==> src/rtl/uart_mem_pkg.sv <==
// Shared types for the UART-backed memory read-port arbiter.
package uart_mem_pkg;

    localparam int unsigned AddrWidth = 32;
    localparam int unsigned DataWidth = 32;

    typedef enum logic [1:0] {
        Idle = 2'd0,
        Busy = 2'd1,
        Resp = 2'd2
    } arb_state_e;

    // Requester indices; also the bit positions in the rr_arb2 request vector.
    localparam logic ReqIf = 1'b0;
    localparam logic ReqD  = 1'b1;

endpackage

==> src/rtl/rr_arb2.sv <==
// Two-way round-robin pick: a lone request wins, a tie goes to the side that did not win last.
module rr_arb2 (
    input  logic [1:0] req_i,
    input  logic       last_i,
    output logic       gnt_valid_c,
    output logic       gnt_idx_c
);

    always_comb begin
        gnt_valid_c = |req_i;
        gnt_idx_c   = req_i[1];
        if (&req_i) begin
            gnt_idx_c = ~last_i;
        end
    end

endmodule

==> src/rtl/uart_mem_arbiter.sv <==
// Shares the single uart_ram read port between instruction fetch and data load,
// one outstanding transaction at a time, with a watchdog and a protocol-error flag.
module uart_mem_arbiter
    import uart_mem_pkg::*;
#(
    parameter int unsigned TimeoutCycles = 32'd2000000,
    parameter int unsigned CntWidth      = 22
) (
    input  logic                 clk_i,
    input  logic                 reset_i,
    input  logic                 if_valid_i,
    input  logic [AddrWidth-1:0] if_addr_i,
    output logic [DataWidth-1:0] if_data_o,
    output logic                 if_ready_o,
    input  logic                 d_valid_i,
    input  logic [AddrWidth-1:0] d_addr_i,
    output logic [DataWidth-1:0] d_data_o,
    output logic                 d_ready_o,
    output logic                 mem_rd_valid_o,
    output logic [AddrWidth-1:0] mem_rd_addr_o,
    input  logic [DataWidth-1:0] mem_rd_data_i,
    input  logic                 mem_rd_ready_i,
    output logic                 timeout_o,
    output logic                 proto_err_o
);

    localparam logic [CntWidth-1:0] WdogMax = CntWidth'(TimeoutCycles);

    arb_state_e           state_q, state_d;
    logic                 owner_q, owner_d;
    logic                 last_q, last_d;
    logic [AddrWidth-1:0] addr_q, addr_d;
    logic [DataWidth-1:0] data_q, data_d;
    logic [CntWidth-1:0]  wdog_q, wdog_d;
    logic                 timeout_q, timeout_d;
    logic                 proto_err_q, proto_err_d;
    logic                 mem_rd_valid_q, mem_rd_valid_d;
    logic                 if_ready_q, if_ready_d;
    logic                 d_ready_q, d_ready_d;

    logic gnt_valid_c;
    logic gnt_idx_c;

    rr_arb2 u_rr_arb2 (
        .req_i       ({d_valid_i, if_valid_i}),
        .last_i      (last_q),
        .gnt_valid_c (gnt_valid_c),
        .gnt_idx_c   (gnt_idx_c)
    );

    // Next-state, datapath and registered-output decode.
    always_comb begin
        state_d     = state_q;
        owner_d     = owner_q;
        last_d      = last_q;
        addr_d      = addr_q;
        data_d      = data_q;
        wdog_d      = wdog_q;
        timeout_d   = timeout_q;
        proto_err_d = proto_err_q;

        unique case (state_q)
            Idle: begin
                if (gnt_valid_c) begin
                    owner_d = gnt_idx_c;
                    last_d  = gnt_idx_c;
                    addr_d  = (gnt_idx_c == ReqD) ? d_addr_i : if_addr_i;
                    wdog_d  = '0;
                    state_d = Busy;
                end
            end
            Busy: begin
                if (mem_rd_ready_i) begin
                    data_d  = mem_rd_data_i;
                    state_d = Resp;
                end else if (wdog_q != WdogMax) begin
                    wdog_d = wdog_q + CntWidth'(1);
                end
                // uart_ram cannot be aborted, so an expired watchdog only raises the flag.
                if (wdog_d == WdogMax) begin
                    timeout_d = 1'b1;
                end
            end
            Resp: begin
                state_d = Idle;
            end
            default: begin
                state_d = Idle;
            end
        endcase

        if (mem_rd_ready_i && (state_q != Busy)) begin
            proto_err_d = 1'b1;
        end

        mem_rd_valid_d = (state_d == Busy);
        if_ready_d     = (state_d == Resp) && (owner_d == ReqIf);
        d_ready_d      = (state_d == Resp) && (owner_d == ReqD);
    end

    always_ff @(posedge clk_i) begin
        if (reset_i) begin
            state_q        <= Idle;
            owner_q        <= ReqIf;
            last_q         <= ReqIf;
            addr_q         <= '0;
            data_q         <= '0;
            wdog_q         <= '0;
            timeout_q      <= 1'b0;
            proto_err_q    <= 1'b0;
            mem_rd_valid_q <= 1'b0;
            if_ready_q     <= 1'b0;
            d_ready_q      <= 1'b0;
        end else begin
            state_q        <= state_d;
            owner_q        <= owner_d;
            last_q         <= last_d;
            addr_q         <= addr_d;
            data_q         <= data_d;
            wdog_q         <= wdog_d;
            timeout_q      <= timeout_d;
            proto_err_q    <= proto_err_d;
            mem_rd_valid_q <= mem_rd_valid_d;
            if_ready_q     <= if_ready_d;
            d_ready_q      <= d_ready_d;
        end
    end

    assign if_data_o      = data_q;
    assign d_data_o       = data_q;
    assign if_ready_o     = if_ready_q;
    assign d_ready_o      = d_ready_q;
    assign mem_rd_valid_o = mem_rd_valid_q;
    assign mem_rd_addr_o  = addr_q;
    assign timeout_o      = timeout_q;
    assign proto_err_o    = proto_err_q;

endmodule

==> config.mk <==
export PLATFORM = sky130hd
export DESIGN_NAME = uart_mem_arbiter
export DESIGN_NICKNAME = d
export VERILOG_FILES = /design/src/rtl/uart_mem_pkg.sv /design/src/rtl/rr_arb2.sv /design/src/rtl/uart_mem_arbiter.sv
export SDC_FILE = /design/constraint.sdc
export NUM_CORES = 1
export LEC_CHECK = 0
export BUFFER_PORTS_ARGS = -buffer_cell sky130_fd_sc_hd__buf_4
export CAP_MARGIN = 40
export CELL_PAD_IN_SITES_DETAIL_PLACEMENT = 0
export CELL_PAD_IN_SITES_GLOBAL_PLACEMENT = 1
export CORE_ASPECT_RATIO = 0.9
export CORE_UTILIZATION = 33
export CTS_CLUSTER_DIAMETER = 60
export DETAILED_ROUTE_END_ITERATION = 8
export PLACE_DENSITY_LB_ADDON = 0.1
export SYNTH_ARGS = -nofsm -noshare
export SYNTH_HDL_FRONTEND = slang
export SYNTH_SLANG_ARGS = --single-unit
==> constraint.sdc <==
create_clock -name clk_i -period 2.95 [get_ports clk_i]
set_clock_uncertainty 0.15 [all_clocks]
set_input_delay 0 -clock clk_i [delete_from_list [all_inputs] [get_ports clk_i]]
set_output_delay 0 -clock clk_i [all_outputs]
set_load 0.05 [all_outputs]
==> impl_metrics.tcl <==
set metrics [dict create \
    status "completed" \
    clockBufferDepth 2 \
    wl_per_cell_um 14.6 \
    avgViaCountPerCell 4.91 \
    setup_tns_ns 0 \
    fin_cells 970 \
    grtUsageTotal 0.198 \
    place_area_um2 5930 \
    hp-class "in -> reg" \
    drc 0 \
    overflow 0 \
    crit_start "wdog_q[0]$_SDFFE_PP0P_" \
    r2r_cells 7 \
    leakage_nw 3.15 \
    ir_drop_uv 324 \
    finalHoldViolCount 0 \
    power_density_nw_per_um2 540 \
    dieHeight_um 113 \
    r2r_slack_ns 0.30 \
    syn_area_um2 4540 \
    place_congestion 0.863 \
    synthTopCellsByCount "dfxtp_1 (95), nand2_1 (89), nor2_1 (54)" \
    r2r_start "wdog_q[0]$_SDFFE_PP0P_" \
    cts.sinks 95 \
    grt_setup_unrepaired "false" \
    clk_pin_slew_ns 0.07 \
    dp_hpwl_um 9260 \
    worst_slew_pin_slew_ns 0.623 \
    critical_path_class "reg -> reg" \
    first_iter_violations 251 \
    vias 4765 \
    p_total_mw 3.96 \
    grt_pass1_wl_um 22300 \
    slew_viol_final 0 \
    synth_fp_nets 654 \
    min_to "d_data_o[12]$_SDFFE_PP0P_" \
    nNetsFinal 900 \
    ant_nets 0 \
    yosys-top-cells-area "dfxtp_1 (42%), nand2_1 (7.4%), mux2i_1 (7.0%)" \
    die_x_um 126 \
    num_rows 40 \
    cts_tree "built" \
    worstSetupStartpointType "flop" \
    yosysMostFrequentCell "dfxtp_1" \
    io_pins 202 \
    antenna_found_initial 0 \
    first_pass_iters 4 \
    netlist.area_leader.share 0.419 \
    final-setup-viol-count 0 \
    worstHoldStart "mem_rd_data_i[12]" \
    worstHoldPathCells 4 \
    postSynthAreaPerCell_um2 8.25 \
    layout-drive-gt1-share 0.298 \
    synth-seq-cells 95 \
    worstPathRequired_ns 3.06 \
    ys_warn_count 0 \
    max_freq_mhz 378 \
    period_share 0.897 \
    synth-edff-count 0 \
    start_util 0.339 \
    postSynthCellCount 551 \
    stdcell_area_um2 7340 \
    maxCapViolCount 0 \
    synth_largest_area_cell "dfxtp_1" \
    fin_util 0.547 \
    clock_latency_ns 0.35 \
    insertedDiodeCount 0 \
    crit_arrival_ns 2.76 \
    core_um2 13400 \
    dieArea_um2 14200 \
    ys_types 55 \
    port_buffers 201 \
    grt_pass1_vias 4610 \
    dp_cells 853 \
    synth-main-ff-cell "dfxtp_1" \
    drt-total-wl_um 14200 \
    grt_max_degree 65 \
    endpoint_kind "flop" \
    synth_seq_area_share 0.419 \
    final.min_clock_period_ns 2.65 \
    synthArstFlopShare 0 \
    syn2layout_area_growth_pct 61.5 \
    cts-root-buf "clkbuf_16" \
    crit_path_max_fanout 8 \
    relSlewSlack 0.585 \
    h-tree-depth 3 \
    rr_endpoint "timeout_o$_SDFFE_PP0P_" \
    cts_made_buffers 9 \
]
[state kept, by name (all words and copies together), names as in the netlist]
register	count
proto_err_o	1
d_data_o	32
owner_q	1
d_ready_o	1
mem_rd_valid_o	1
state_q	2
mem_rd_addr_o	32
timeout_o	1
last_q	1
wdog_q	22
if_ready_o	1
[cell usage in the layout, fill, tap and decap left out, types with 3 or more instances in the layout]
cell / count
a211oi_1: 32
a21oi_1: 51
a311oi_1: 12
a31oi_1: 8
and2_1: 4
buf_4: 211
bufinv_16: 5
clkbuf_16: 9
dfxtp_1: 95
dlygate4sd3_1: 101
inv_1: 5
mux2i_1: 32
nand2_1: 89
nand3_1: 9
nand4_1: 5
nor2_1: 54
nor2_2: 3
nor3_1: 6
nor4_1: 3
o21ai_0: 12
xnor2_1: 7
[layer usage]
layer | vias up | GRT usage | wire length (um) | part of all wire
met4 | 0 | 0.0610 | 210 | 0.015
met1 | 2173 | 0.222 | 5960 | 0.42
met5 | - | 0 | 0 | 0
met3 | 14 | 0.0700 | 1080 | 0.076
met2 | 176 | 0.350 | 6930 | 0.49
li1 | 2402 | - | - | -
[final cells by class]
cell class | count | area (um2)
repair buffers | 312 | 2590
multi-input cells | 374 | 2220
clock buffers | 9 | 225
flip-flops and latches | 95 | 1900
inverters | 5 | 18.8
fillers | 1204 | 6070
clock inverters | 7 | 166
well taps | 168 | 210
[timing repair]
item                                    in CTS  in global routing
hold endpoints to repair                    69                  0
setup buffers                                0                  0
endpoints found under the setup margin       0                  1
hold buffers                               101                  0
resized for setup                            0                  1
[cell families (layout without fill, tap and decap cells)]
family                   count (synthesis)  in the layout  share of synthesized area
AO/OA/AOI/OAI                          133            133                      0.187
XOR/XNOR                                 9              9                     0.0173
adder cells (fa/ha/maj)                  2              2                    0.00551
buffers and inverters                   82            333                     0.0966
flip-flops                              95             95                      0.419
multiplexers                            32             32                     0.0705
AND/OR/NAND/NOR                        198            198                      0.204
[worst max-delay path, stage by stage (launching register included)]
cell	delay, ns
dfxtp_1	0.49
ha_1	0.30
nand3b_1	0.18
nor2_2	0.29
and2_0	0.32
xnor2_1	0.11
or4_1	0.49
o31ai_1	0.23
[power by group]
group,switching [mW],internal (mW),leakage (nW)
logic,0.613,0.412,2.18
registers,0.0511,1.36,0.778
clock network,0.521,1.00,0.186
total,1.18,2.78,3.15
[worst max-delay path by stage]
stage / end / slack (ns) / depth (start not counted)
final: timeout_o$_SDFFE_PP0P_ / 0.30 / 7
after global routing: timeout_o$_SDFFE_PP0P_ / 0.14 / 7
after floorplan: timeout_o$_SDFFE_PP0P_ / 0.60 / 7
after detailed placement: timeout_o$_SDFFE_PP0P_ / 0.32 / 7
after CTS: timeout_o$_SDFFE_PP0P_ / 0.30 / 7
after global placement: timeout_o$_SDFFE_PP0P_ / 0.35 / 7
[through the flow]
step           setup WS (ns)  hold slack (ns)
2_1_floorplan          0.599          -0.0339
3_3_place_gp           0.346           0.0983
3_5_place_dp           0.317            0.108
4_1_cts                0.300            0.286
5_1_grt                0.139            0.300
6_report               0.303            0.301
Power figures use the tool's default switching activity.
